--- src/rtl/bht_predictor.sv ---
// Bimodal branch predictor: 64 two-bit counters indexed by PC[7:2].
// Define BHT_STATS_EN to build the branch / mispredict counters.
module bht_predictor (
  input  logic        clk,
  input  logic        rst,
  input  logic [31:0] CurrentPC,
  input  logic        BTBhit,
  input  logic [31:0] PrePC,
  input  logic        StallD,
  input  logic        StallE,
  input  logic        FlushD,
  input  logic        FlushE,
  input  logic        BrInstE,
  input  logic        BranchE,
  input  logic [31:0] EXpc,
  input  logic [31:0] BrNPC,
  output logic        PredTaken,
  output logic [31:0] PredNPC,
  output logic        MispredE,
  output logic [31:0] RedirectPC,
  output logic [31:0] BrCnt,
  output logic [31:0] MissCnt
);

  typedef struct packed {
    logic        taken;
    logic [31:0] npc;
  } pred_t;

  localparam logic [1:0] SN = 2'b00;
  localparam logic [1:0] WN = 2'b01;
  localparam logic [1:0] ST = 2'b11;

  logic [1:0] ctr [64];
  logic [1:0] ctr_nxt;
  logic [5:0] rd_idx;
  logic [5:0] wr_idx;
  logic       upd;
  pred_t      pred_f;
  pred_t      pred_d;
  pred_t      pred_e;

  assign rd_idx = CurrentPC[7:2];
  assign wr_idx = EXpc[7:2];
  assign upd    = BrInstE & ~StallE;

  assign PredTaken = ~rst & BTBhit & ctr[rd_idx][1];
  assign PredNPC   = PredTaken ? PrePC : CurrentPC + 32'd4;
  assign pred_f    = '{taken: PredTaken, npc: PredNPC};

  assign MispredE = ~rst & BrInstE &
    ((pred_e.taken != BranchE) |
     (pred_e.taken & BranchE & (pred_e.npc != BrNPC)));

  assign RedirectPC = BranchE ? BrNPC : EXpc + 32'd4;

  // Saturating step of the counter addressed by the EX branch.
  always_comb begin
    ctr_nxt = ctr[wr_idx];
    if (BranchE) begin
      if (ctr[wr_idx] != ST) ctr_nxt = ctr[wr_idx] + 2'd1;
    end else begin
      if (ctr[wr_idx] != SN) ctr_nxt = ctr[wr_idx] - 2'd1;
    end
  end

  // Counter table: reset to weakly not-taken, train on resolved branches.
  always_ff @(posedge clk) begin
    if (rst) begin
      for (int i = 0; i < 64; i++) ctr[i] <= WN;
    end else if (upd) begin
      ctr[wr_idx] <= ctr_nxt;
    end
  end

  // Prediction pipeline F->D: flush clears, stall holds.
  always_ff @(posedge clk) begin
    if (rst || FlushD) pred_d <= '0;
    else if (!StallD)  pred_d <= pred_f;
  end

  // Prediction pipeline D->E: flush clears, stall holds.
  always_ff @(posedge clk) begin
    if (rst || FlushE) pred_e <= '0;
    else if (!StallE)  pred_e <= pred_d;
  end

`ifdef BHT_STATS_EN
  logic [31:0] br_cnt;
  logic [31:0] miss_cnt;

  // Count resolved branches and the ones that needed a redirect.
  always_ff @(posedge clk) begin
    if (rst) begin
      br_cnt   <= '0;
      miss_cnt <= '0;
    end else if (upd) begin
      br_cnt <= br_cnt + 32'd1;
      if (MispredE) miss_cnt <= miss_cnt + 32'd1;
    end
  end

  assign BrCnt   = br_cnt;
  assign MissCnt = miss_cnt;
`else
  assign BrCnt   = '0;
  assign MissCnt = '0;
`endif

endmodule

--- config.mk ---
export PLATFORM = sky130hd
export DESIGN_NAME = bht_predictor
export DESIGN_NICKNAME = d
export VERILOG_FILES = /design/src/rtl/bht_predictor.sv
export SDC_FILE = /design/constraint.sdc
export NUM_CORES = 1
export LEC_CHECK = 0
export BUFFER_PORTS_ARGS = -buffer_cell sky130_fd_sc_hd__clkbuf_2
export CORE_UTILIZATION = 59
export CTS_BUF_LIST = sky130_fd_sc_hd__clkbuf_16
export DETAILED_ROUTE_END_ITERATION = 6
export GPL_ROUTABILITY_DRIVEN = 1
export GPL_TIMING_DRIVEN = 0
export HOLD_SLACK_MARGIN = 0.03
export PLACE_DENSITY = 0.86
export SYNTH_ARGS = -nofsm -noshare
export SYNTH_HDL_FRONTEND = slang
export SYNTH_SLANG_ARGS = --single-unit
--- constraint.sdc ---
create_clock -name clk -period 7.7 [get_ports clk]
set_input_delay 0.385 -clock clk [delete_from_list [all_inputs] [get_ports clk]]
set_output_delay 0.385 -clock clk [all_outputs]
set_load 0.02 [all_outputs]
; ---- Word-level counts from Yosys, hierarchy flattened
; Memories as Yosys holds them, arrays and structs flattened.
; Cells that the tools add are included.
[totals]
regBits = 66
ramBits = 128
in_bits = 137
memories = 1
[classes]
add_sub_neg = 4
n_eq_ne = 3
n_mux = 13
bitwise_logic = 10
n_reduce_logical = 4
[mem_list]
columns = memory, words, word_bits, read_ports, rd_ports_with_merged_regs, wr, line
row1 = ctr, 64, 2, 2, 0, 64, 34  ; logic [1:0] ctr [64];
[ops]
columns = operator, count
row1 = 32-bit by 3-bit adder with 32-bit output (second input constant), 2
row2 = 32-bit 2-to-1 mux, 2
row3 = 32-bit != test, 1
row4 = 2-bit 2-to-1 mux, 4
row5 = 1-bit bitwise AND, 7
row6 = 1-bit 2-to-1 mux, 6
row7 = 6-bit 2-to-1 mux, 1
row8 = 2-bit by 1-bit adder with 2-bit output (second input constant), 1
row9 = 1-bit logical OR, 2
row10 = 2-bit != test (second input constant), 1
row11 = 1-bit NOT, 2
row12 = 2-bit nonzero test, 1
row13 = 2-bit OR reduction, 1
row14 = 2-bit by 1-bit subtractor with 2-bit output (second input constant), 1
row15 = 1-bit != test, 1
row16 = 1-bit OR, 1

; ---- Logic depth before layout (Yosys ltp)
; Gate-level depths: netlist of the first run.
[depth]
ltp_word = 7
ltp_mapped = 12
mapped_depth_nobuf = 8

; ---- Least setup slack after synthesis of the first run
; OpenSTA, ideal clock, no wires.
[synth_timing]
path_kind = input to output
start = input EXpc[4]
end = output RedirectPC[26]
t_arrival_ns = 2.558
required_time_ns = 7.315
setup_slack_ns = 4.757
path_stages = 11
cell_sequence = buf_2 buf_2 buf_2 and3_1 and2_1 clkbuf_1 nand3_1 nor3_1 nand4_1 xor2_1 o21ai_0
[synth_via]
elab_chain_len = 2
[synth_rtl]
columns = item, line
row1 = from (decl), 15  ; input logic [31:0] EXpc,
row2 = 32-bit by 3-bit adder with 32-bit output, 55  ; assign RedirectPC = BranchE ? BrNPC : EXpc + 32'd4;
row3 = 32-bit 2-to-1 mux, 55
row4 = to (decl), 20  ; output logic [31:0] RedirectPC,
; No other way between the ends.

; ---- Worst setup path after layout of the first run
; Ends and elaborated chain as after synthesis.

==> impl_metrics.env, run 1 <==
export IMPL_outcome="finished with violations"
export IMPL_violations="design-rule violations"
export IMPL_die_area_mm2=0.02117
export IMPL_drtAntennaViolNets=0
export IMPL_worstMarginPinSlew_ns=1.204
export IMPL_stdcell_area_mm2=0.01430
export IMPL_synth_top_cell_by_area="edfxtp_1"
export IMPL_synth_cell_area_mm2=0.01215
export IMPL_clockRootBuffer="clkbuf_16"
export IMPL_cts_clk_slew_worst_paths_ns=0.08
export IMPL_rsz0062_at_grt="false"
export IMPL_seqPwrFrac_pct=44.5
export IMPL_cp_end_kind="output port"
export IMPL_critical_path_top_delay_family="buffers and inverters"
export IMPL_cts_tree="done"
export IMPL_criticalPathCategory="input pin to output port"
export IMPL_fin_util_pct=70.67
export IMPL_p_sw_mw=0.7992
export IMPL_synth_seq_cells=194
export IMPL_max_slew_margin_pct=19.11
export IMPL_coreArea_mm2=0.02023
export IMPL_p_comb_share_pct=21.1
export IMPL_synth_most_common_cell="edfxtp_1"
export IMPL_placed_cell_area_mm2=0.01371
export IMPL_holdBufCountCts=0
export IMPL_clock_power_share_pct=34.5
export IMPL_rows=52
export IMPL_fin_setup_tns_ns=0
export IMPL_leakage_nw=5.619
export IMPL_drive_gt1_share_pct=28.19
export IMPL_p_total_mw=2.579
export IMPL_setup_viol=0
export IMPL_pin_count=267
export IMPL_htreeDepth=4
export IMPL_skew_ns=0.01393
export IMPL_yosys_top_cells_area="edfxtp_1 32%, dfxtp_1 11%, mux2i_1 4.7%, xnor2_1 4.5%, mux4_2 4.3%"
export IMPL_vias=11010
export IMPL_drc=20
export IMPL_drt_iter0_markers=1291
export IMPL_crit_arrival_ns=3.30
export IMPL_grt_pass1_wl_mm=59.98
export IMPL_start_util_pct=60.04
export IMPL_finalWeightedCongestion=1.021
export IMPL_post_drt_wl_per_cell_um=23.40
export IMPL_antenna_found_initial=0
export IMPL_die_w_um=145.5
export IMPL_yosysUniqueCellTypes=70
export IMPL_fmax_ghz=0.2716
export IMPL_path_cells="buf_2 -> buf_2 -> buf_2 -> and3_1 -> and2_1 -> clkbuf_1 -> nand3_1 -> nor3_1 -> nand4_1 -> xor2_1 -> o21ai_0 -> clkbuf_2"
export IMPL_min_period_ns=3.682
export IMPL_yosys_warnings=0
export IMPL_timing_final_ws_setup_ns=4.018
export IMPL_die_y_um=145.5
export IMPL_hold_violations=0
export IMPL_stdcell_count=1754
export IMPL_numCtsBuffers=17
export IMPL_via_per_inst=6.278
export IMPL_synth_edf_count=128
export IMPL_max_stage_delay_ns=0.38
export IMPL_ys_async_sr_fraction_pct=0
export IMPL_yosysSeqAreaShare_pct=42.52
export IMPL_crit_buf_inv=5
export IMPL_synthCells=1190
export IMPL_nets=1610
export IMPL_p_sw_share_pct=30.99
export IMPL_synth_top_cells_by_count="128 x edfxtp_1, 92 x nand2_1, 92 x nor2_1, 87 x nand3_1, 67 x buf_4"
export IMPL_syn_avg_cell_area_um2=10.21
export IMPL_report_final_slew_viol_count=0
export IMPL_clock_path_buffers=2
export IMPL_wl_mm=41.04
export IMPL_port_buffers=198
export IMPL_holdWs_ns=0.2571
export IMPL_grt_pass1_vias=10450
export IMPL_synth_top_area_share_pct=31.64
export IMPL_period_share_pct=47.82
export IMPL_grt_overflow=0
export IMPL_slowest_stage="nor3_1"
export IMPL_cts_setup_buffers=0
export IMPL_grt_max_degree=20
export IMPL_place_hpwl_mm=30.96
export IMPL_track_usage_pct=38.26
export IMPL_crit_top_cell="buf_2"
export IMPL_area_growth_pct=17.71
export IMPL_cts_resized=0
export IMPL_dp_slack_ns=4.128
export IMPL_worstSetupStartpointType="input pin"
export IMPL_hold_class="input pin to register"
export IMPL_internal_power_mw=1.779
export IMPL_crit_fanout=10
export IMPL_clock_sinks=194
export IMPL_placed_cells=1721
export IMPL_drt_first_pass_iters=7
export IMPL_peakVddDrop_uv=170.9
export IMPL_cellPowerDensity_mw_per_mm2=180.3
export IMPL_synth_flop_cell="edfxtp_1"
export IMPL_maxCapViolCount=0
export IMPL_nFillCells=1551
export IMPL_clk_latency_ns=0.45
export IMPL_worstPathRequired_ns=7.32
-- layout make-up --
class                           count  area [µm²]  area share, %
Clock inverter                     15       157.7          1.103
Multi-Input combinational cell    884        6185          43.25
Clock buffer                       17       425.4          2.975
Antenna cell                        1       2.502        0.01750
Tap cell                          270       337.8          2.363
Timing Repair Buffer              198       991.0          6.930
Buffer                            163       989.7          6.922
Inverter                           12       45.04         0.3150
Sequential cell                   194        5165          36.12
-- registers in the layout, summed over array words and instances (netlist names) --
name    flops
pred_e     33
pred_d     33
ctr       128
-- per-layer routing --
metal  vias to the layer above  GRT usage (%)  share of wire (%)
met5                         -              0                  0
met1                      5140          44.17                 33
met3                       208          8.558                 12
met4                         0          24.58                6.6
li1                       4765              -                  -
met2                       899          64.47                 48
-- worst reg2reg max path, stage by stage (launching register included) --
cell,delay [ns]
edfxtp_1,0.41
mux2_2,0.28
a221oi_1,0.25
o21ai_0,0.18
a22oi_1,0.24
and4b_1,0.28
maj3_1,0.18
buf_2,0.24
buf_2,0.33
nand3_1,0.17
-- kinds of logic after synthesis --
| family | share of synthesized area, % |
|---|---|
| mux | 14.28 |
| fa+ha+maj | 0.4841 |
| other cells | 0.03087 |
| compound gates | 9.579 |
| flops | 42.52 |
| xor+xnor | 6.345 |
| buf+inv | 8.518 |
| simple gates | 18.25 |
-- placed cells by master, fill, tap and decap left out, types with 19 or more instances in the layout --
| cell type | count |
|---|---|
| nand2_1 | 92 |
| conb_1 | 64 |
| mux4_2 | 23 |
| nor2_1 | 92 |
| nor3_1 | 36 |
| clkbuf_2 | 198 |
| mux2_2 | 19 |
| o21ai_0 | 42 |
| nand3_1 | 87 |
| xor2_1 | 25 |
| edfxtp_1 | 128 |
| a22o_1 | 27 |
| buf_4 | 67 |
| nand4_1 | 24 |
| xnor2_1 | 63 |
| clkbuf_1 | 53 |
| nand2b_1 | 37 |
| mux2i_1 | 57 |
| dfxtp_1 | 66 |
| o21bai_1 | 31 |
| mux2_4 | 27 |
| buf_2 | 22 |
-- power by group through the flow --
stage / Clock [mW] / Combinational [mW] / Sequential [mW]
floorplan: 0 / 0.348 / 1.16
global placement: 0 / 0.519 / 1.17
detailed placement: 0 / 0.526 / 1.17
CTS: 0.878 / 0.529 / 1.15
global route: 0.916 / 0.564 / 1.15
finish: 0.889 / 0.543 / 1.15
-- final timing paths --
path,from,end,slack [ns],cells past startpoint
min,StallD,pred_d[0],0.26,3
max,EXpc[4],RedirectPC[26],4.02,12
min reg2reg,pred_d[14],pred_d[14],0.49,1
max reg2reg,ctr[11][1],ctr[41][0],4.85,9
Power figures use the tool's default switching activity.
==> run 2: changes to the inputs <==
--- a/config.mk
+++ b/config.mk
@@ -6,13 +6,13 @@
 export NUM_CORES = 1
 export LEC_CHECK = 0
 export BUFFER_PORTS_ARGS = -buffer_cell sky130_fd_sc_hd__clkbuf_2
-export CORE_UTILIZATION = 59
+export CORE_UTILIZATION = 50
 export CTS_BUF_LIST = sky130_fd_sc_hd__clkbuf_16
 export DETAILED_ROUTE_END_ITERATION = 6
 export GPL_ROUTABILITY_DRIVEN = 1
 export GPL_TIMING_DRIVEN = 0
 export HOLD_SLACK_MARGIN = 0.03
-export PLACE_DENSITY = 0.86
+export PLACE_DENSITY = 0.77
 export SYNTH_ARGS = -nofsm -noshare
 export SYNTH_HDL_FRONTEND = slang
 export SYNTH_SLANG_ARGS = --single-unit
==> constraint.sdc (replaced) <==
create_clock -name clk -period 3.31 [get_ports clk]
set_input_delay 0.1655 -clock clk [delete_from_list [all_inputs] [get_ports clk]]
set_output_delay 0.1655 -clock clk [all_outputs]
set_load 0.02 [all_outputs]
==> run 2 against run 1 <==
Net effect: the flow still finishes with violations (design-rule violations); critical path depth down 4; count of clock-buffer cells in the layout up 1; die area up 18%; combinational power up 140%; register-to-register slack worse by 4.4 ns; non-clock buffer count up 1; worst setup slack worse by 4.0 ns; critical path type is now register to output port; largest cell class unchanged; highest routed layer is now met5.
==> impl_metrics.env, run 2 (synthesized netlist as in run 1, its figures left out) <==
export IMPL_max_slew_margin_pct=23.08
export IMPL_top_regs="ctr x128, pred_d x33, pred_e x33"
export IMPL_placed_cell_area_mm2=0.01377
export IMPL_p_total_mw=6.068
export IMPL_die_y_um=157.9
export IMPL_nets=1611
export IMPL_grt_max_degree=21
export IMPL_path_cells="mux4_2 -> mux4_2 -> o21ai_1 -> o22a_1 -> buf_6 -> buf_12 -> mux2_4 -> clkbuf_2"
export IMPL_grt_pass1_vias=10630
export IMPL_r2r_slack_ns=0.45
export IMPL_drtAntennaViolNets=0
export IMPL_final_cell_mix="198 x clkbuf_2, 128 x edfxtp_1, 92 x nor2_1, 92 x nand2_1, 87 x nand3_1"
export IMPL_clock_sinks=194
export IMPL_crit_arrival_ns=3.14
export IMPL_leakage_nw=5.629
export IMPL_holdBufCountCts=0
export IMPL_drive_gt1_share_pct=28.44
export IMPL_finalWeightedCongestion=1.026
export IMPL_clock_path_buffers=2
export IMPL_skew_ns=0.01203
export IMPL_start_util_pct=51.29
export IMPL_clk_latency_ns=0.46
export IMPL_pin_count=267
export IMPL_regMostFlops="ctr"
export IMPL_clockRootBuffer="clkbuf_16"
export IMPL_worstMarginPinSlew_ns=1.151
export IMPL_min_period_ns=3.304
export IMPL_period_share_pct=99.82
export IMPL_worstPathRequired_ns=3.14
export IMPL_crit_top_cell="mux4_2"
export IMPL_vias=10900
export IMPL_crit_fanout=10
export IMPL_die_area_mm2=0.02492
export IMPL_final_common_cell="clkbuf_2"
export IMPL_rsz0062_at_grt="true"
export IMPL_wl_mm=41.89
export IMPL_setup_viol=0
export IMPL_die_w_um=157.9
export IMPL_peakVddDrop_uv=339.6
export IMPL_largest_reg_flops=128
export IMPL_cts_tree="done"
export IMPL_area_growth_pct=18.67
export IMPL_post_drt_wl_per_cell_um=23.23
export IMPL_worstSetupStartpointType="register"
export IMPL_grt_pass1_wl_mm=60.27
export IMPL_criticalPathCategory="register to output port"
export IMPL_min_from="StallD"
export IMPL_num_antenna_cells=0
export IMPL_numCtsBuffers=17
export IMPL_max_stage_delay_ns=0.54
export IMPL_violations="design-rule violations"
export IMPL_stdcell_area_mm2=0.01442
export IMPL_report_final_slew_viol_count=0
export IMPL_timing_final_ws_setup_ns=0.006066
export IMPL_dp_slack_ns=-0.02164
export IMPL_htreeDepth=4
export IMPL_track_usage_pct=33.59
export IMPL_outcome="finished with violations"
export IMPL_fin_util_pct=60.87
export IMPL_maxCapViolCount=0
export IMPL_antenna_found_initial=0
export IMPL_via_per_inst=6.043
export IMPL_hold_violations=0
export IMPL_drc=4
export IMPL_hold_class="input pin to register"
export IMPL_rows=56
export IMPL_place_hpwl_mm=31.41
export IMPL_drt_iter0_markers=1498
export IMPL_drt_first_pass_iters=7
export IMPL_fin_setup_tns_ns=0
export IMPL_reg2reg_from="ctr[41][1]"
export IMPL_slowest_stage="mux4_2"
export IMPL_port_buffers=198
export IMPL_startpoint="ctr[54][1]"
export IMPL_grt_overflow=0
export IMPL_cellPowerDensity_mw_per_mm2=420.9
export IMPL_coreArea_mm2=0.02368
export IMPL_cp_end_kind="output port"
export IMPL_nFillCells=2050
export IMPL_cts_clk_slew_worst_paths_ns=0.08
export IMPL_fmax_ghz=0.3027
## run 2: routing by layer
metal  part of all wire, %  up-vias  wire, µm  GRT usage (%)
li1                      -     4762         -              -
met1                    34     5129     14240          38.01
met2                    47      799     19840          55.74
met3                    12      203      4924          8.924
met4                   6.8        2      2828          22.01
met5                  0.13        -        56          1.656
## run 2: area by class of cell
| class | instances | area (µm²) | share of cell area (%) |
|---|---|---|---|
| multi-input cells | 884 | 6207 | 43.06 |
| flip-flops and latches | 194 | 5165 | 35.83 |
| well taps | 319 | 399.1 | 2.769 |
| inverters | 12 | 45.04 | 0.3124 |
| repair buffers | 199 | 998.5 | 6.926 |
| clock buffers | 18 | 450.4 | 3.124 |
| clock inverters | 14 | 152.6 | 1.059 |
| plain buffers | 163 | 998.5 | 6.926 |
## run 2: where the power goes
| part | switching, mW | internal, mW | total, mW |
|---|---|---|---|
| Combinational | 0.801 | 0.474 | 1.28 |
| Sequential | 0.0399 | 2.63 | 2.67 |
| Clock | 1.06 | 1.06 | 2.13 |
## run 2: what timing repair did
action / in CTS / in global routing
buffers inserted: 0 / 1
endpoints found under the setup margin: 0 / 16
resized for setup: 0 / 8
endpoints found under the hold margin: 0 / 0
## run 2: worst max-delay path: cells and delay by family (launching register included)
family          cells  cell delay (ns)
mux                 3             1.41
buf+inv             3             0.50
flops               1             0.47
compound gates      2             0.31
## run 2: through the flow
step,cells,hold WS (ns)
2_1_floorplan,1253,0.3449
3_3_place_gp,1770,0.4661
3_5_place_dp,1770,0.4641
4_1_cts,1802,0.06098
5_1_grt,1803,0.08085
6_report,1803,0.05147
## run 2: path summary, 6_finish.rpt
path	cells after the start	to
max	8	PredNPC[3]
min	3	pred_d[1]
max reg2reg	9	ctr[1][0]
min reg2reg	1	pred_d[10]
